<file path="config.mk">
export PLATFORM = sky130hd
export DESIGN_NAME = fifo_write_arbiter_flat
export DESIGN_NICKNAME = d
export VERILOG_FILES = /design/src/rtl/fifo_write_arbiter_pkg.sv /design/src/rtl/fifo_write_arbiter_if.sv /design/src/rtl/fifo_write_arbiter_rr_pick.sv /design/src/rtl/fifo_write_arbiter.sv /design/src/flat_wrapper.sv
export SDC_FILE = /design/constraint.sdc
export NUM_CORES = 1
export LEC_CHECK = 0
export ABC_AREA = 1
export ABC_CLOCK_PERIOD_IN_PS = 3600
export CAP_MARGIN = 5
export CORE_UTILIZATION = 43
export CTS_BUF_LIST = sky130_fd_sc_hd__clkbuf_8
export DETAILED_ROUTE_END_ITERATION = 12
export GPL_ROUTABILITY_DRIVEN = 1
export HOLD_SLACK_MARGIN = 0.06
export PLACE_DENSITY = 0.95
export SLEW_MARGIN = 20
export SYNTH_ARGS = -nofsm -noshare
export SYNTH_HDL_FRONTEND = slang
export SYNTH_SLANG_ARGS = --single-unit
</file>
<file path="constraint.sdc">
create_clock -name clk_i -period 3.6 [get_ports clk_i]
set_input_delay 0.72 -clock clk_i [delete_from_list [all_inputs] [get_ports clk_i]]
set_output_delay 0.72 -clock clk_i [all_outputs]
set_load 0.02 [all_outputs]
</file>
<file path="src/rtl/fifo_write_arbiter_pkg.sv">
// Shared types and helpers for the FIFO write-port arbiter.
package fifo_arb_pkg;

  typedef enum logic {
    ArbIdle   = 1'b0,
    ArbLocked = 1'b1
  } arb_state_e;

  function automatic int wrap_add(int base, int offset, int modulus);
    return (base + offset) % modulus;
  endfunction

endpackage

</file>
<file path="src/rtl/fifo_write_arbiter_if.sv">
// Requester and FIFO-side signals of the write arbiter; slave is the arbiter view.
interface fifo_write_arbiter_if #(
  parameter int NumRequesters = 4,
  parameter int Width         = 8
);
  logic [NumRequesters-1:0]       req_valid_i;
  logic [NumRequesters-1:0]       req_last_i;
  logic [NumRequesters*Width-1:0] req_data_i;
  logic [NumRequesters-1:0]       req_ready_o;
  logic                           fifo_write_req_o;
  logic [Width-1:0]               fifo_data_o;
  logic                           fifo_write_valid_i;
  logic [NumRequesters-1:0]       grant_o;
  logic                           busy_o;
  logic                           burst_trunc_o;

  modport slave (
    input  req_valid_i, req_last_i, req_data_i, fifo_write_valid_i,
    output req_ready_o, fifo_write_req_o, fifo_data_o, grant_o, busy_o, burst_trunc_o
  );

  modport master (
    output req_valid_i, req_last_i, req_data_i, fifo_write_valid_i,
    input  req_ready_o, fifo_write_req_o, fifo_data_o, grant_o, busy_o, burst_trunc_o
  );
endinterface

</file>
<file path="src/rtl/fifo_write_arbiter_rr_pick.sv">
// Combinational round-robin picker: first set request after ptr_i, wrapping.
module rr_pick
  import fifo_arb_pkg::*;
#(
  parameter  int NumRequesters = 4,
  localparam int IdxW          = $clog2(NumRequesters)
) (
  input  logic [NumRequesters-1:0] req_i,
  input  logic [IdxW-1:0]          ptr_i,
  output logic                     valid_o,
  output logic [IdxW-1:0]          idx_o
);

  // Walk from farthest to nearest so the nearest candidate after ptr_i wins.
  always_comb begin
    valid_o = 1'b0;
    idx_o   = '0;
    for (int i = NumRequesters; i >= 1; i--) begin
      if (req_i[wrap_add(int'(ptr_i), i, NumRequesters)]) begin
        valid_o = 1'b1;
        idx_o   = IdxW'(wrap_add(int'(ptr_i), i, NumRequesters));
      end
    end
  end

endmodule

</file>
<file path="src/rtl/fifo_write_arbiter.sv">
// Round-robin, burst-locking arbiter sharing one FIFO write port among requesters.
//   state     | meaning
//   ArbIdle   | no owner; pick next requester after last_idx
//   ArbLocked | owner streams beats until last or MaxBurst
module fifo_write_arbiter
  import fifo_arb_pkg::*;
#(
  parameter int NumRequesters = 4,
  parameter int Width         = 8,
  parameter int MaxBurst      = 16
) (
  input logic                  clk_i,
  input logic                  rst_ni,
  fifo_write_arbiter_if.slave  bus
);

  localparam int IdxW = $clog2(NumRequesters);
  localparam int CntW = $clog2(MaxBurst + 1);

  arb_state_e      state_q, state_d;
  logic [IdxW-1:0] grant_idx_q, grant_idx_d;
  logic [IdxW-1:0] last_idx_q, last_idx_d;
  logic [CntW-1:0] cnt_q, cnt_d;
  logic            trunc_q, trunc_d;

  logic            pick_valid;
  logic [IdxW-1:0] pick_idx;
  logic            beat;
  logic            owner_last;
  logic            at_limit;

  rr_pick #(.NumRequesters(NumRequesters)) u_rr_pick (
    .req_i   (bus.req_valid_i),
    .ptr_i   (last_idx_q),
    .valid_o (pick_valid),
    .idx_o   (pick_idx)
  );

  assign beat       = (state_q == ArbLocked) & bus.req_valid_i[grant_idx_q] & bus.fifo_write_valid_i;
  assign owner_last = bus.req_last_i[grant_idx_q];
  assign at_limit   = (cnt_q == CntW'(MaxBurst - 1));

  always_ff @(posedge clk_i) begin
    if (!rst_ni) begin
      state_q     <= ArbIdle;
      grant_idx_q <= '0;
      last_idx_q  <= IdxW'(NumRequesters - 1);
      cnt_q       <= '0;
      trunc_q     <= 1'b0;
    end else begin
      state_q     <= state_d;
      grant_idx_q <= grant_idx_d;
      last_idx_q  <= last_idx_d;
      cnt_q       <= cnt_d;
      trunc_q     <= trunc_d;
    end
  end

  always_comb begin
    state_d     = state_q;
    grant_idx_d = grant_idx_q;
    last_idx_d  = last_idx_q;
    cnt_d       = cnt_q;
    trunc_d     = 1'b0;
    if (state_q == ArbIdle) begin
      if (pick_valid) begin
        state_d     = ArbLocked;
        grant_idx_d = pick_idx;
        cnt_d       = '0;
      end
    end else if (beat) begin
      cnt_d = cnt_q + CntW'(1);
      if (owner_last || at_limit) begin
        state_d    = ArbIdle;
        last_idx_d = grant_idx_q;
        trunc_d    = at_limit & ~owner_last;
      end
    end
  end

  // Owner data only reaches the FIFO while locked; otherwise the bus is zero.
  always_comb begin
    bus.grant_o          = '0;
    bus.req_ready_o      = '0;
    bus.fifo_data_o      = '0;
    bus.fifo_write_req_o = beat;
    bus.busy_o           = (state_q == ArbLocked);
    bus.burst_trunc_o    = trunc_q;
    if (state_q == ArbLocked) begin
      bus.grant_o[grant_idx_q]     = 1'b1;
      bus.req_ready_o[grant_idx_q] = beat;
      bus.fifo_data_o              = bus.req_data_i[int'(grant_idx_q)*Width +: Width];
    end
  end

endmodule
</file>
<file path="src/flat_wrapper.sv">
// flat-port wrapper written by rule: the top's interface ports become plain ports
module fifo_write_arbiter_flat import fifo_arb_pkg::*;
#(
  parameter int NumRequesters = 4,
  parameter int Width         = 8,
  parameter int MaxBurst      = 16
)
  (clk_i, rst_ni, bus_req_valid_i, bus_req_last_i, bus_req_data_i, bus_fifo_write_valid_i, bus_req_ready_o, bus_fifo_write_req_o, bus_fifo_data_o, bus_grant_o, bus_busy_o, bus_burst_trunc_o);
  fifo_write_arbiter_if #(.NumRequesters(NumRequesters), .Width(Width)) bus_i ();
  input logic clk_i;
  input logic rst_ni;
  input wire logic [$bits(bus_i.req_valid_i)-1:0] bus_req_valid_i;
  input wire logic [$bits(bus_i.req_last_i)-1:0] bus_req_last_i;
  input wire logic [$bits(bus_i.req_data_i)-1:0] bus_req_data_i;
  input wire logic [$bits(bus_i.fifo_write_valid_i)-1:0] bus_fifo_write_valid_i;
  output wire logic [$bits(bus_i.req_ready_o)-1:0] bus_req_ready_o;
  output wire logic [$bits(bus_i.fifo_write_req_o)-1:0] bus_fifo_write_req_o;
  output wire logic [$bits(bus_i.fifo_data_o)-1:0] bus_fifo_data_o;
  output wire logic [$bits(bus_i.grant_o)-1:0] bus_grant_o;
  output wire logic [$bits(bus_i.busy_o)-1:0] bus_busy_o;
  output wire logic [$bits(bus_i.burst_trunc_o)-1:0] bus_burst_trunc_o;
  assign bus_i.req_valid_i = bus_req_valid_i;
  assign bus_i.req_last_i = bus_req_last_i;
  assign bus_i.req_data_i = bus_req_data_i;
  assign bus_i.fifo_write_valid_i = bus_fifo_write_valid_i;
  assign bus_req_ready_o = bus_i.req_ready_o;
  assign bus_fifo_write_req_o = bus_i.fifo_write_req_o;
  assign bus_fifo_data_o = bus_i.fifo_data_o;
  assign bus_grant_o = bus_i.grant_o;
  assign bus_busy_o = bus_i.busy_o;
  assign bus_burst_trunc_o = bus_i.burst_trunc_o;
  fifo_write_arbiter #(.NumRequesters(NumRequesters), .Width(Width), .MaxBurst(MaxBurst)) u_core (.clk_i(clk_i), .rst_ni(rst_ni), .bus(bus_i));
endmodule
</file>
==> flow_summary.yaml, run 1 <==
status:
  status: "complete, no violations"
synth:
  synth_cells: 185
  synth_fa_ha_area_frac: 0.02230
  async_flop_share: 0
  yosys.area_share.simple: 0.4861
  ys_warn_count: 0
  synth_cell_type_count: 29
  syn_area_sq_um: 1122
  synth-edff-count: 0
  syn-num-nets: 230
  ys_seq_area_frac: 0.1962
  ys.flop_type: "dfxtp_1"
  synth_top_family_by_area: "simple AND/OR/NAND/NOR gates"
  synth_compound_area_frac: 0.1561
  synth_xor_area_frac: 0.007804
  synth-seq-cells: 11
  muxShareOfSynthArea: 0
  synth.avg_cell_area_sq_um: 6.067
timing:
  worst_slew_pin_slew_ns: 0.4959
  drv_slew: 0
  hold_violations: 0
  min_period_over_period: 0.8530
  max_freq_ghz: 0.3256
  setup_viol: 0
  max_slew_margin: 0.6691
  finalSetupTns_ns: 0
  fin_worst_skew_ns: 0.003214
  fin_crit_ns: 3.071
  rsz0062_at_grt: "no"
critical_path:
  critical_path_arrival_ns: 2.35
  cp_slowest_stage_delay_ns: 0.61
  r2r-start: "u_core.last_idx_q[0]$_SDFFE_PN1P_"
  cp_num_buf_inv: 3
  cp_common_cell: "clkdlybuf4s50_1"
  reg2reg_slack_ns: 1.80
  cp-startpoint: "bus_req_valid_i[2]"
  crit_family: "buffers and inverters"
  crit_chain: "clkdlybuf4s50_1 > nand3_4 > nand4_4 > nand2_4 > inv_1 > clkdlybuf4s50_1"
  endpoint_kind: "output pin"
  critPathLaunchType: "input port"
  cp_max_fo: 12
  cp.required_ns: 2.88
  cpMaxStageDelayCell: "clkdlybuf4s50_1"
  crit_type: "in2out"
clock_network:
  cts_resized: 0
  clk_latency_ns: 0.24
  path_clk_slew_ns: 0.05
  cts_sinks: 11
  hold_buffers: 0
  cts_tree: "done"
  clockRootBuffer: "clkbuf_8"
  postCtsSetupBuffers: 0
  clk_path_buf_depth: 2
  h-tree-depth: 1
  numCtsBuffers: 3
job:
  drv_cap: 0
final_layout:
  finalInstanceArea_sq_um: 1774
  fin_nets: 291
  drive_gt1_frac: 0.08571
  syn_to_final_growth_pct: 58.08
  diodes: 0
  final-instance-count-excl-fill: 275
grt:
  grt_pass1_vias: 1232
  grt_max_degree: 16
  overflow: 0
  track_usage: 0.2343
  antenna_found_initial: 0
  grt_pass1_wl_um: 4947
die:
  core_area_sq_um: 2477
  io_pins: 62
  dieHeight_um: 53.09
  start_util: 0.4530
  chipWidth_um: 53.09
  fp.dieArea_sq_um: 2819
  std_cell_rows: 18
pwr:
  sequentialPowerShare: 0.225
  internal_power_mw: 0.3886
  power_leakage_nw: 0.7957
  p_switching_mw: 0.2950
  total_power_mw: 0.6837
  pwr-share-clk: 0.181
  p_sw_frac: 0.4316
  cellPowerDensity_nw_per_um2: 385.3
  max-vdd-ir-drop_v: 0.0004425
  p_comb_frac: 0.594
drt:
  drt_iter0_drc: 31
  vias_per_cell: 5.036
  drc: 0
  postRouteAntennaNets: 0
  drt_wl_total_um: 3196
  drtPass1Iterations: 5
  vias: 1385
  wl_per_cell_um: 11.62
worst_hold_path:
  min-delay-start: "u_core.cnt_q[0]$_SDFFE_PN0P_"
  holdCritPathClass: "reg2reg"
placed_design:
  postPlaceCellArea_sq_um: 1729
  placed_cells: 271
  port_buffers: 61
  dp_hpwl_um: 2531
  gp_congestion: 0.8055
## flip-flops by register name, summed over array words and instances (netlist names)
signal and count:
u_core.grant_idx_q 2, u_core.bus.busy_o 1, u_core.bus.burst_trunc_o 1, u_core.cnt_q 5, u_core.last_idx_q 2
## synth_stat cells, types with 2 or more instances
| cell type | count | area, sq um |
|---|---|---|
| nand2_1 | 60 | 225.2 |
| nand3_1 | 21 | 105.1 |
| o21ai_1 | 3 | 15.01 |
| nand2_4 | 3 | 33.78 |
| inv_2 | 2 | 7.510 |
| buf_4 | 2 | 15.01 |
| nand2_2 | 3 | 18.77 |
| o21ai_0 | 2 | 10.01 |
| a31oi_1 | 8 | 50.05 |
| dfxtp_1 | 11 | 220.2 |
| a21oi_2 | 3 | 26.28 |
| ha_1 | 2 | 25.02 |
| a22oi_1 | 8 | 60.06 |
| nor2_1 | 20 | 75.07 |
| inv_1 | 23 | 86.33 |
## power groups by stage
stage                     sequential (mW)  clock, mW  combinational, mW
after floorplan                     0.150          0              0.266
after global placement              0.156          0              0.400
after detailed placement            0.156          0              0.405
after CTS                           0.153      0.128              0.407
after global routing                0.156      0.131              0.448
final                               0.154      0.124              0.406
## routing by layer
metal / vias up / GRT usage / routed length (um)
met5: - / 0 / 0
met2: 55 / 0.4430 / 1460
li1: 718 / - / -
met3: 4 / 0.06034 / 368
met4: 0 / 0.09211 / 43
met1: 608 / 0.2410 / 1324
## metrics by stage
step                hold WS, ns  utilization  setup slack (ns)
finish                   0.4791       0.7162            0.5290
global route             0.4951       0.7162            0.4628
CTS                      0.4838       0.7162            0.5229
detailed placement       0.4711       0.6980            0.5288
global placement         0.4628       0.6980            0.5613
floorplan                0.4499            -             1.508
## worst paths after layout
check,end,cells past startpoint
max,bus_fifo_write_req_o,6
min reg2reg,u_core.cnt_q[0]$_SDFFE_PN0P_,1
max reg2reg,u_core.cnt_q[2]$_SDFFE_PN0P_,10
min,u_core.cnt_q[0]$_SDFFE_PN0P_,1
## cell type report
class / instances / area, sq um
tap: 30 / 37.54
inverter: 26 / 98.84
clock inverter: 1 / 3.754
clock buffer: 3 / 41.29
multi-input combinational: 142 / 754.5
sequential: 11 / 220.2
fill: 199 / 703.2
timing repair buffer: 62 / 618.1
## cells in the final DEF, fill, tap and decap left out
cell type | netlist | layout
nand2_4 | 3 | 3
nand3_4 | 1 | 1
o21ai_0 | 2 | 2
clkinv_2 | 1 | 1
o21ai_1 | 3 | 3
inv_2 | 2 | 2
nand3_1 | 21 | 21
inv_1 | 23 | 24
nand3_2 | 1 | 1
nand2_2 | 3 | 3
dfxtp_1 | 11 | 11
nand4_4 | 1 | 1
a31oi_1 | 8 | 8
nor2_1 | 20 | 20
clkdlybuf4s50_1 | 0 | 61
nand3b_1 | 1 | 1
nor2_8 | 1 | 1
nand2_1 | 60 | 60
o22a_1 | 1 | 1
a21oi_2 | 3 | 3
clkbuf_8 | 0 | 3
buf_4 | 2 | 1
a21oi_1 | 1 | 1
nor2_4 | 1 | 1
a22oi_1 | 8 | 8
ha_1 | 2 | 2
xor2_1 | 1 | 1
## worst register-to-register path: cells and delay by family, from the launching register on
kind / cells / cell delay, ns
AOI/OAI and AO/OA: 1 / 0.10
buffers and inverters: 2 / 0.33
and+or+nand+nor: 7 / 0.74
DFF: 1 / 0.57
## cells by family (layout without fill, tap and decap cells)
group	after synthesis	after routing
xor gates and xnor gates	1	1
and+or+nand+nor	113	113
DFF	11	11
buffers and inverters	32	92
adders and majority gates	2	2
AOI/OAI and AO/OA	26	26
No activity file was read; power rests on OpenSTA's default activity.
==> run 2: changes to the inputs <==
--- a/config.mk
+++ b/config.mk
@@ -8,12 +8,14 @@
 export ABC_AREA = 1
 export ABC_CLOCK_PERIOD_IN_PS = 3600
 export CAP_MARGIN = 5
+export CORE_ASPECT_RATIO = 0.8
 export CORE_UTILIZATION = 43
 export CTS_BUF_LIST = sky130_fd_sc_hd__clkbuf_8
 export DETAILED_ROUTE_END_ITERATION = 12
 export GPL_ROUTABILITY_DRIVEN = 1
 export HOLD_SLACK_MARGIN = 0.06
 export PLACE_DENSITY = 0.95
+export REMOVE_ABC_BUFFERS = 1
 export SLEW_MARGIN = 20
 export SYNTH_ARGS = -nofsm -noshare
 export SYNTH_HDL_FRONTEND = slang
==> flow_summary.yaml, run 2 (synthesized netlist as in run 1, its figures left out) <==
final_layout:
  final_cell_mix: "61 x clkdlybuf4s50_1, 60 x nand2_1, 24 x inv_1"
  diodes: 0
  drive_gt1_frac: 0.08571
  fin_nets: 291
  largestRegisters: "u_core.cnt_q (5), u_core.grant_idx_q (2), u_core.last_idx_q (2)"
  final_common_cell: "clkdlybuf4s50_1"
  syn_to_final_growth_pct: 58.75
  largest-register: "u_core.cnt_q"
  largest_register_ff_count: 5
  post-route-util: 0.7236
timing:
  min_period_over_period: 0.8592
  fin_worst_skew_ns: 0.004139
  drv_slew: 0
  setup_viol: 0
  worst_slew_pin_slew_ns: 0.5047
  fin_ws_ns: 0.5069
  max_slew_margin: 0.6632
  rsz0062_at_grt: "no"
  finalSetupTns_ns: 0
  max_freq_ghz: 0.3233
  fin_crit_ns: 3.093
  hold_violations: 0
drt:
  postRouteAntennaNets: 0
  route.met2.wl_um: 1572
  vias: 1382
  drtPass1Iterations: 4
  wl_per_cell_um: 11.98
  routed.top_layer: "met4"
  drt_wl_total_um: 3365
  drt_iter0_drc: 85
  wl_met3_um: 272
  vias_per_cell: 4.918
  drc: 0
  wl_met1_um: 1488
grt:
  overflow: 0
  grt_pass1_wl_um: 5057
  antenna_found_initial: 0
  track_usage: 0.2367
  grt_pass1_vias: 1180
  grt_max_degree: 16
clock_network:
  numCtsBuffers: 3
  postCtsSetupBuffers: 0
  cts_sinks: 11
  hold_buffers: 0
  clk_path_buf_depth: 2
  cts_tree: "done"
  h-tree-depth: 1
  cts_resized: 0
  path_clk_slew_ns: 0.05
  clockRootBuffer: "clkbuf_8"
  clk_latency_ns: 0.23
critical_path:
  critPathLaunchType: "input port"
  endpoint_kind: "output pin"
  crit_type: "in2out"
  cp.required_ns: 2.88
  critical_path_arrival_ns: 2.37
  cp_max_fo: 12
die:
  io_pins: 62
  fp.dieArea_sq_um: 2820
  std_cell_rows: 16
  start_util: 0.4558
  chipWidth_um: 59.12
  core_area_sq_um: 2462
  dieHeight_um: 47.70
pwr:
  total_power_mw: 0.6838
  cellPowerDensity_nw_per_um2: 383.8
  max-vdd-ir-drop_v: 0.0003495
  power_leakage_nw: 0.7957
job:
  drv_cap: 0
placed_design:
  port_buffers: 61
  gp_congestion: 0.7965
  dp_hpwl_um: 2663
  dp_slack_ns: 0.5081
worst_hold_path:
  holdCritPathClass: "reg2reg"
status:
  status: "complete, no violations"
==> run 2: cell counts in the layout (fill, tap and decap cells not counted) <==
No cell type changed its count.
==> run 2: per-stage QoR <==
step	hold WS [ns]	instances	cell area [sq um]
floorplan	0.4499	179	1074
CTS	0.4772	281	1782
finish	0.4732	281	1782
global placement	0.4639	277	1737
global route	0.4904	281	1782
detailed placement	0.4715	277	1737
==> run 2: cell type report <==
type	count	area (sq um)
clock buffer	3	41.29
clock inverter	1	3.754
fill	198	680.7
inverter	26	98.84
multi-input combinational	142	754.5
sequential	11	220.2
tap	36	45.04
timing repair buffer	62	618.1
==> run 2: report_power, final <==
part	leakage, nW	switching (mW)	total [mW]	internal [mW]
combinational	0.679	0.229	0.408	0.180
clock	0.0269	0.0428	0.117	0.0745
sequential	0.0896	0.0239	0.158	0.134
total	0.796	0.296	0.684	0.388
==> run 2: path summary, 6_finish.rpt <==
| check | to | startpoint | slack (ns) | cells past startpoint |
|---|---|---|---|---|
| setup reg to reg | u_core.cnt_q[2]$_SDFFE_PN0P_ | u_core.last_idx_q[0]$_SDFFE_PN1P_ | 1.81 | 10 |
| setup / recovery | bus_fifo_write_req_o | bus_req_valid_i[2] | 0.51 | 6 |
| hold reg to reg | u_core.cnt_q[4]$_SDFFE_PN0P_ | u_core.cnt_q[4]$_SDFFE_PN0P_ | 0.47 | 2 |
| hold / removal | u_core.cnt_q[4]$_SDFFE_PN0P_ | u_core.cnt_q[4]$_SDFFE_PN0P_ | 0.47 | 2 |
==> run 2: metal layers <==
metal	vias up	GRT usage
li1	717	-
met1	606	0.2864
met2	53	0.4295
met3	6	0.06757
met4	0	0.04762
met5	-	0
==> run 2: worst max-delay path, stage by stage <==
cell	delay, ns
clkdlybuf4s50_1	0.57
nand3_4	0.10
nand4_4	0.12
nand2_4	0.11
inv_1	0.13
clkdlybuf4s50_1	0.61
==> run 3: changes to the inputs <==
--- a/config.mk
+++ b/config.mk
@@ -9,14 +9,16 @@
 export ABC_CLOCK_PERIOD_IN_PS = 3600
 export CAP_MARGIN = 5
 export CORE_ASPECT_RATIO = 0.8
-export CORE_UTILIZATION = 43
+export CORE_UTILIZATION = 45
 export CTS_BUF_LIST = sky130_fd_sc_hd__clkbuf_8
 export DETAILED_ROUTE_END_ITERATION = 12
 export GPL_ROUTABILITY_DRIVEN = 1
+export GPL_TIMING_DRIVEN = 1
 export HOLD_SLACK_MARGIN = 0.06
 export PLACE_DENSITY = 0.95
 export REMOVE_ABC_BUFFERS = 1
 export SLEW_MARGIN = 20
 export SYNTH_ARGS = -nofsm -noshare
 export SYNTH_HDL_FRONTEND = slang
+export SYNTH_HIERARCHICAL = 1
 export SYNTH_SLANG_ARGS = --single-unit
==> flow_summary.yaml, run 3 <==
placed_design:
  gp_congestion: 0.8032
  placed_cells: 280
  port_buffers: 61
  dp_slack_ns: 0.4556
  dp_hpwl_um: 2824
timing:
  fin_ws_ns: 0.4616
  finalSetupTns_ns: 0
  fin_crit_ns: 3.138
  min_period_over_period: 0.8718
  worst_slew_pin_slew_ns: 0.4841
  fin_worst_skew_ns: 0.002361
  drv_slew: 0
  hold_violations: 0
  rsz0062_at_grt: "no"
  max_freq_ghz: 0.3186
  setup_viol: 0
  max_slew_margin: 0.6768
grt:
  antenna_found_initial: 0
  grt_pass1_wl_um: 5685
  track_usage: 0.2454
  grt_max_degree: 21
  overflow: 0
  grt_pass1_vias: 1310
worst_hold_path:
  holdCritPathClass: "reg2reg"
  min-delay-start: "u_core/cnt_q[2]$_SDFFE_PN0P_"
drt:
  drtPass1Iterations: 4
  vias: 1469
  drc: 0
  drt_iter0_drc: 73
  wl_per_cell_um: 12.50
  postRouteAntennaNets: 0
  drt_wl_total_um: 3551
  vias_per_cell: 5.173
status:
  status: "complete, no violations"
clock_network:
  hold_buffers: 0
  h-tree-depth: 1
  clk_path_buf_depth: 2
  path_clk_slew_ns: 0.05
  cts_tree: "done"
  clockRootBuffer: "clkbuf_8"
  numCtsBuffers: 3
  clk_latency_ns: 0.23
  postCtsSetupBuffers: 0
  cts_resized: 0
  cts_sinks: 11
critical_path:
  critPathLaunchType: "input port"
  endpoint_kind: "output pin"
  cp-startpoint: "bus_req_valid_i[3]"
  r2r-start: "u_core/last_idx_q[0]$_SDFFE_PN1P_"
  cp.required_ns: 2.88
  critical_path_arrival_ns: 2.42
  cp_max_fo: 11
  crit_type: "in2out"
pwr:
  cellPowerDensity_nw_per_um2: 286.7
  power_leakage_nw: 0.7689
  max-vdd-ir-drop_v: 0.0002821
synth:
  ys_top_cells_by_area: "dfxtp_1 18%, nand2_1 16%, nand3_1 14%"
  ys_warn_count: 6
  async_flop_share: 0
  yosysMostFrequentCell: "nand2_1"
  ys.flop_type: "dfxtp_1"
  synth.top_cell.area_share: 0.1778
  synth.avg_cell_area_sq_um: 6.418
  synth-edff-count: 0
  netlist_top_cells_count: "53 x nand2_1, 34 x nand3_1, 14 x nor2_1"
  synth-seq-cells: 11
  ys_seq_area_frac: 0.1778
  syn_area_sq_um: 1239
  synth.largest_area_cell: "dfxtp_1"
  synth_cell_type_count: 32
  synth_cells: 193
die:
  fp.dieArea_sq_um: 2968
  core_area_sq_um: 2522
  dieHeight_um: 48.93
  std_cell_rows: 16
  start_util: 0.4911
  chipWidth_um: 60.66
  io_pins: 62
final_layout:
  post-route-util: 0.7396
  largest-register: "u_core/cnt_q"
  fillerInstances: 198
  largest_register_ff_count: 5
  diodes: 0
  multi_input_area_sq_um: 854.6
  final-instance-count-excl-fill: 284
  largestRegisters: "u_core/cnt_q (5), u_core/grant_idx_q (2), u_core/last_idx_q (2)"
  fin_nets: 294
  final_cell_mix: "61 x clkdlybuf4s50_1, 53 x nand2_1, 34 x nand3_1"
  seq_area_sq_um: 220.2
  final_common_cell: "clkdlybuf4s50_1"
  syn_to_final_growth_pct: 50.61
  drive_gt1_frac: 0.1411
job:
  drv_cap: 0
run 3: cell types whose count changed in the layout (fill, tap and decap cells not counted), sizes merged, moves of 3 or more:
cell	before	now
a21oi	4	7
a22oi	8	0
a31oi	8	0
a41oi	0	8
inv	26	19
nand3	23	39
nor2	22	18
run 3: cells by family (layout without fill, tap and decap cells):
family,Yosys count,in the layout,synth area share
buf+inv,30,85,0.1323
xor+xnor,1,1,0.007072
compound gates,24,24,0.1445
fa+ha+maj,2,2,0.02020
flops,11,11,0.1778
simple gates,125,125,0.5182
run 3: stage by stage:
step	total power, mW	area (sq um)	hold WS [ns]
after floorplan	0.2976	1150	0.4404
after global placement	0.4109	1821	0.4519
after detailed placement	0.4179	1821	0.4613
after CTS	0.5381	1866	0.4682
after global routing	0.5695	1866	0.4925
final	0.5348	1866	0.4669
run 3: worst max-delay path, cell delays in order:
cell and delay [ns]:
clkdlybuf4s50_1 0.54, nand3_1 0.14, nand2_4 0.13, o21bai_4 0.14
nor2_1 0.12, clkdlybuf4s50_1 0.62
run 3: routing by layer:
layer,global-route usage,vias up,share of wire
met5,0,-,0
met4,0.01515,0,0
met3,0.03979,0,0.049
met2,0.4487,52,0.50
met1,0.3091,672,0.45
li1,-,745,-
run 3: final timing paths:
kind | to | slack (ns) | cells past startpoint
min | u_core/cnt_q[2]$_SDFFE_PN0P_ | 0.47 | 2
max reg2reg | u_core/cnt_q[2]$_SDFFE_PN0P_ | 1.74 | 8
max | bus_req_ready_o[0] | 0.46 | 6
min reg2reg | u_core/cnt_q[2]$_SDFFE_PN0P_ | 0.47 | 2
run 3: where the power goes:
| group | total, mW | internal [mW] | switching (mW) | leakage, nW |
|---|---|---|---|---|
| Sequential | 0.143 | 0.128 | 0.0148 | 0.0897 |
| Combinational | 0.273 | 0.122 | 0.151 | 0.652 |
| Clock | 0.119 | 0.0747 | 0.0441 | 0.0269 |
| Total | 0.535 | 0.325 | 0.210 | 0.769 |
run 3: area by class of cell:
cell class	count	share of cell area
multi-input combinational	152	0.4581
timing repair buffer	63	0.3353
sequential	11	0.1180
inverter	18	0.04024
tap	36	0.02414
clock buffer	3	0.02213
clock inverter	1	0.002012
==> RTL change 1: new RTL, flow settings as in run 1 <==
One comparison of `cnt_q` changes from == to >=.
--- a/src/rtl/fifo_write_arbiter.sv
+++ b/src/rtl/fifo_write_arbiter.sv
@@ -38,7 +38,7 @@
 
   assign beat       = (state_q == ArbLocked) & bus.req_valid_i[grant_idx_q] & bus.fifo_write_valid_i;
   assign owner_last = bus.req_last_i[grant_idx_q];
-  assign at_limit   = (cnt_q == CntW'(MaxBurst - 1));
+  assign at_limit   = (cnt_q >= CntW'(MaxBurst - 1));
 
   always_ff @(posedge clk_i) begin
     if (!rst_ni) begin
Formal check against the unedited RTL: same outputs for any inputs over 4 cycles, from zero or initial values and one cycle with rst_ni low; that may be too few to reach the edited logic, so the function may still have changed.
==> RTL change 1 against run 1 <==
Wire length rose by 5.3%; core utilization rose by 4.3 points; power fell by 3.2%; via count did not move; sequential cell count did not move; area after synthesis fell by 6.7%; worst setup slack got worse by 0.020 ns; design area fell by 3.5%.
==> RTL change 1: results (changes against run 1) <==
[metrics] launching element of the worst setup path: bus_req_valid_i[3]
[metrics] Commonest cells post-synth: 67 x sky130_fd_sc_hd__nand2_1, 23 x sky130_fd_sc_hd__inv_1, 20 x sky130_fd_sc_hd__nor2_1, 14 x sky130_fd_sc_hd__nand3_1, 11 x sky130_fd_sc_hd__dfxtp_1
[metrics] Final Routed Wirelength: 3360 um (+5.3%)
[metrics] portion of the layout cell area used by non-clock buffers: 36.1% (+1.3 points)
[metrics] Static Leakage: 0.775 nW (-2.7%)
[metrics] share of post-route cells with drive strength above 1: 7.29% (-1.3 points)
[metrics] R2R cell count: 8 (-2)
[metrics] slew at the pin with the worst max-slew slack: 0.468 ns (-0.0277 ns)
[metrics] status: finished clean
[metrics] number of global-route vias before repair: 1238 (+0.49%)
[metrics] Detailed Route Iter0 Violations: 42 (+35%)
[metrics] sequential share of cell area: 12.9% (+0.45 points)
[metrics] overall fraction of global-route tracks in use: 26.6% (+3.1 points)
[metrics] worst setup skew after layout: 0.00815 ns (+0.00494 ns)
[metrics] Placed Area: 1670 um^2 (-3.6%)
[metrics] GR met1 Demand/Resource: 29.9% (+5.8 points)
[metrics] Arr. time, crit path: 2.37 ns (+0.02 ns)
[metrics] area taken by multi-input logic gates: 696 um^2 (-7.8%)
[metrics] global-route wire length before repair: 5290 um (+7.0%)
[metrics] worst-case setup margin in the final layout: 0.509 ns (-0.0204 ns)
[metrics] maximum number of pins on one net before global-route repair: 15 (-1)
[metrics] distinct cell type count after synthesis: 23 (-21%)
[metrics] number of multi-input logic gates: 144 (+1.4%)
[metrics] pre-CTS worst setup slack: 0.517 ns (-0.0122 ns)
[metrics] portion of the post-synthesis area used by sequential elements: 21.0% (+1.4 points)
[metrics] maximum fanout encountered on the critical timing path: 12 (unchanged)
[metrics] detailed-routing wirelength on met1: 1350 um (+1.7%)
[metrics] TritonCTS buffer count: 3 (unchanged)
[metrics] routed length on met2: 1610 um (+10%)
[metrics] worst IR drop on VDD: 0.294 mV (-34%)
[metrics] dominant cells by area after synthesis: sky130_fd_sc_hd__nand2_1 24%, sky130_fd_sc_hd__dfxtp_1 21%, sky130_fd_sc_hd__inv_1 8.2%
[metrics] amount of wire on met3 after detailed routing: 362 um (-1.6%)
[metrics] hold slack: 0.486 ns (+0.00703 ns)
[metrics] area of the core region: 2250 um^2 (-9.0%)
[metrics] post-layout net count: 293 (+0.69%)
[metrics] GRT met2 Usage: 48.5% (+4.2 points)
[metrics] count of flip-flops and latches: 11 (unchanged)
[metrics] reg2reg setup slack: 1.86 ns (+0.06 ns)
[metrics] GP Congestion: 0.906 (+12%)
[metrics] flip-flop cell with the highest count after synthesis: sky130_fd_sc_hd__dfxtp_1
[metrics] final HPWL from detailed placement: 2680 um (+5.7%)
[metrics] fillers: 179 (-10%)
[metrics] mean instance size in the synthesized netlist: 5.66 um^2 (-6.7%)
[metrics] Clock-cell share: 2.63% (+0.093 points)
[metrics] detailed-router iteration count before antenna repair: 4 (-1)
==> RTL change 1: critical path: stages <==
cell,delay [ns]
sky130_fd_sc_hd__clkdlybuf4s50_1,0.52
sky130_fd_sc_hd__nand2_1,0.08
sky130_fd_sc_hd__nand4_2,0.12
sky130_fd_sc_hd__nand2_2,0.17
sky130_fd_sc_hd__inv_2,0.15
sky130_fd_sc_hd__clkdlybuf4s50_1,0.61
==> RTL change 1: where the power goes <==
group          total [mW]  leakage (nW)  internal, mW  switching [mW]
sequential          0.155        0.0896         0.134          0.0208
combinational       0.384         0.658         0.170           0.214
clock               0.123        0.0269        0.0750          0.0481
==> RTL change 1: cells by family after synthesis <==
logic type	after synthesis	synth area share, %
AND/OR/NAND/NOR	114	47.1
flip-flops	11	21.0
buffers and inverters	30	12.5
adder cells (fa/ha/maj)	2	2.39
AO/OA/AOI/OAI	28	17.0
==> RTL change 2: new RTL, flow settings as in run 1 <==
Made on the original files. `Width` is set to 8 in 3 places; all go to 7.
--- a/src/rtl/fifo_write_arbiter_if.sv
+++ b/src/rtl/fifo_write_arbiter_if.sv
@@ -1,7 +1,7 @@
 // Requester and FIFO-side signals of the write arbiter; slave is the arbiter view.
 interface fifo_write_arbiter_if #(
   parameter int NumRequesters = 4,
-  parameter int Width         = 8
+  parameter int Width         = 7
 );
   logic [NumRequesters-1:0]       req_valid_i;
   logic [NumRequesters-1:0]       req_last_i;
--- a/src/rtl/fifo_write_arbiter.sv
+++ b/src/rtl/fifo_write_arbiter.sv
@@ -6,7 +6,7 @@
   import fifo_arb_pkg::*;
 #(
   parameter int NumRequesters = 4,
-  parameter int Width         = 8,
+  parameter int Width         = 7,
   parameter int MaxBurst      = 16
 ) (
   input logic                  clk_i,
--- a/src/flat_wrapper.sv
+++ b/src/flat_wrapper.sv
@@ -2,7 +2,7 @@
 module fifo_write_arbiter_flat import fifo_arb_pkg::*;
 #(
   parameter int NumRequesters = 4,
-  parameter int Width         = 8,
+  parameter int Width         = 7,
   parameter int MaxBurst      = 16
 )
   (clk_i, rst_ni, bus_req_valid_i, bus_req_last_i, bus_req_data_i, bus_fifo_write_valid_i, bus_req_ready_o, bus_fifo_write_req_o, bus_fifo_data_o, bus_grant_o, bus_busy_o, bus_burst_trunc_o);
Ports: changed (resized bus_fifo_data_o and bus_req_data_i); port bits go from 62 to 57. The function was not compared with the original's and may differ.
==> RTL change 2 against run 1 <==
Wire length down 0.41%; register-to-register slack worse by 0.10 ns; worst setup slack worse by 0.098 ns; power down 5.9%; design area down 7.7%; sequential cell count unchanged; first-iteration DRC count up 39%; count of clock-buffer cells in the layout unchanged; area after synthesis down 8.7%; hold slack better by 0.014 ns; critical path depth unchanged; core utilization up 1.7 points; critical endpoint unchanged; largest power group unchanged.
==> RTL change 2: results (changes against run 1) <==
[metrics] Commonest cells post-synth: 58 x sky130_fd_sc_hd__nand2_1, 24 x sky130_fd_sc_hd__inv_1, 22 x sky130_fd_sc_hd__nand3_1, 20 x sky130_fd_sc_hd__nor2_1, 11 x sky130_fd_sc_hd__dfxtp_1
[metrics] Arr. time, crit path: 2.45 ns (+0.10 ns)
[metrics] overall fraction of global-route tracks in use: 25.7% (+2.2 points)
[metrics] GP Congestion: 0.846 (+5.0%)
[metrics] global-route wire length before repair: 5040 um (+1.8%)
[metrics] Detailed Route Iter0 Violations: 43 (+39%)
[metrics] detailed-router iteration count before antenna repair: 4 (-1)
[metrics] pre-CTS worst setup slack: 0.448 ns (-0.0806 ns)
[metrics] synthesized-area fraction occupied by adder cells: 2.44% (+0.21 points)
[metrics] R2R cell count: 8 (-2)
[metrics] via count: 1372 (-0.94%)
[metrics] Non-Filler Instances: 263 (-4.4%)
[metrics] post-layout net count: 277 (-4.8%)
[metrics] reg2reg setup slack: 1.70 ns (-0.10 ns)
[metrics] Max-Slew Margin vs Limit: 61.7% (-5.2 points)
[metrics] TritonCTS buffer count: 3 (unchanged)
[metrics] Syn Nets: 220 (-4.3%)
[metrics] final HPWL from detailed placement: 2480 um (-2.0%)
[metrics] worst IR drop on VDD: 0.356 mV (-19%)
[metrics] routed wirelength normalized by instance count: 12.1 um (+4.1%)
[metrics] number of buffer cells added on primary ports: 56 (-8.2%)
[metrics] synthesized-area fraction occupied by ao, oa, aoi and oai cells: 15.4% (-0.22 points)
[metrics] launch point of the worst reg-to-reg path: u_core.grant_idx_q[1]
[metrics] Post-Synth XOR/XNOR Area: 0.855% (+0.074 points)
[metrics] portion of the post-synthesis area used by sequential elements: 21.5% (+1.9 points)
[metrics] distinct cell type count after synthesis: 25 (-14%)
[metrics] mean instance size in the synthesized netlist: 5.72 um^2 (-5.6%)
[metrics] share of post-route cells with drive strength above 1: 6.81% (-1.8 points)
[metrics] status: finished clean
[metrics] number of global-route vias before repair: 1241 (+0.73%)
[metrics] maximum number of pins on one net before global-route repair: 15 (-1)
[metrics] Static Leakage: 0.741 nW (-6.8%)
[metrics] worst setup skew after layout: 0.00354 ns (+0.000331 ns)
[metrics] hold slack: 0.493 ns (+0.0141 ns)
[metrics] dominant cells by area after synthesis: sky130_fd_sc_hd__dfxtp_1 21%, sky130_fd_sc_hd__nand2_1 21%, sky130_fd_sc_hd__nand3_1 11%
[metrics] Crit Reg-Reg Endpoint: u_core.cnt_q[4]
[RTL change 2: layout make-up]
| cell class | instances | area, um^2 |
|---|---|---|
| tap | 28 | 35.0 |
| inverter | 26 | 97.6 |
| fill | 182 | 596 |
| sequential | 11 | 220 |
| timing repair buffer | 56 | 561 |
| multi-input combinational | 138 | 679 |
| clock buffer | 3 | 41.3 |
| clock inverter | 1 | 3.75 |
[RTL change 2: worst max-delay path by stage]
stage / slack, ns / start / endpoint / depth (start not counted)
finish: 0.43 / bus_req_valid_i[2] / bus_fifo_write_req_o / 6
global route: 0.31 / u_core.grant_idx_q[1] / bus_fifo_write_req_o / 7
CTS: 0.43 / bus_req_valid_i[2] / bus_fifo_write_req_o / 6
detailed placement: 0.45 / bus_req_valid_i[2] / bus_fifo_write_req_o / 6
global placement: 0.48 / bus_req_valid_i[2] / bus_fifo_write_req_o / 6
floorplan: 1.51 / bus_req_valid_i[2] / bus_req_ready_o[0] / 5
[RTL change 2: logic make-up (layout without fill, tap and decap cells)]
logic type	Yosys count	count (layout)
xor gates and xnor gates	1	1
DFF	11	11
buffers and inverters	30	86
and+or+nand+nor	111	111
adders and majority gates	2	2
AOI/OAI and AO/OA	24	24
[RTL change 2: power by group]
part / internal [mW] / total [mW] / switching (mW)
Sequential: 0.134 / 0.161 / 0.0269
Combinational: 0.158 / 0.359 / 0.201
Clock: 0.0751 / 0.124 / 0.0489
[RTL change 2: per-layer routing]
layer / track usage [%] / share of wire, %
met4: 15.3 / 2.4
met1: 27.5 / 39
met2: 45.8 / 49
met3: 5.65 / 9.3
met5: 0 / 0
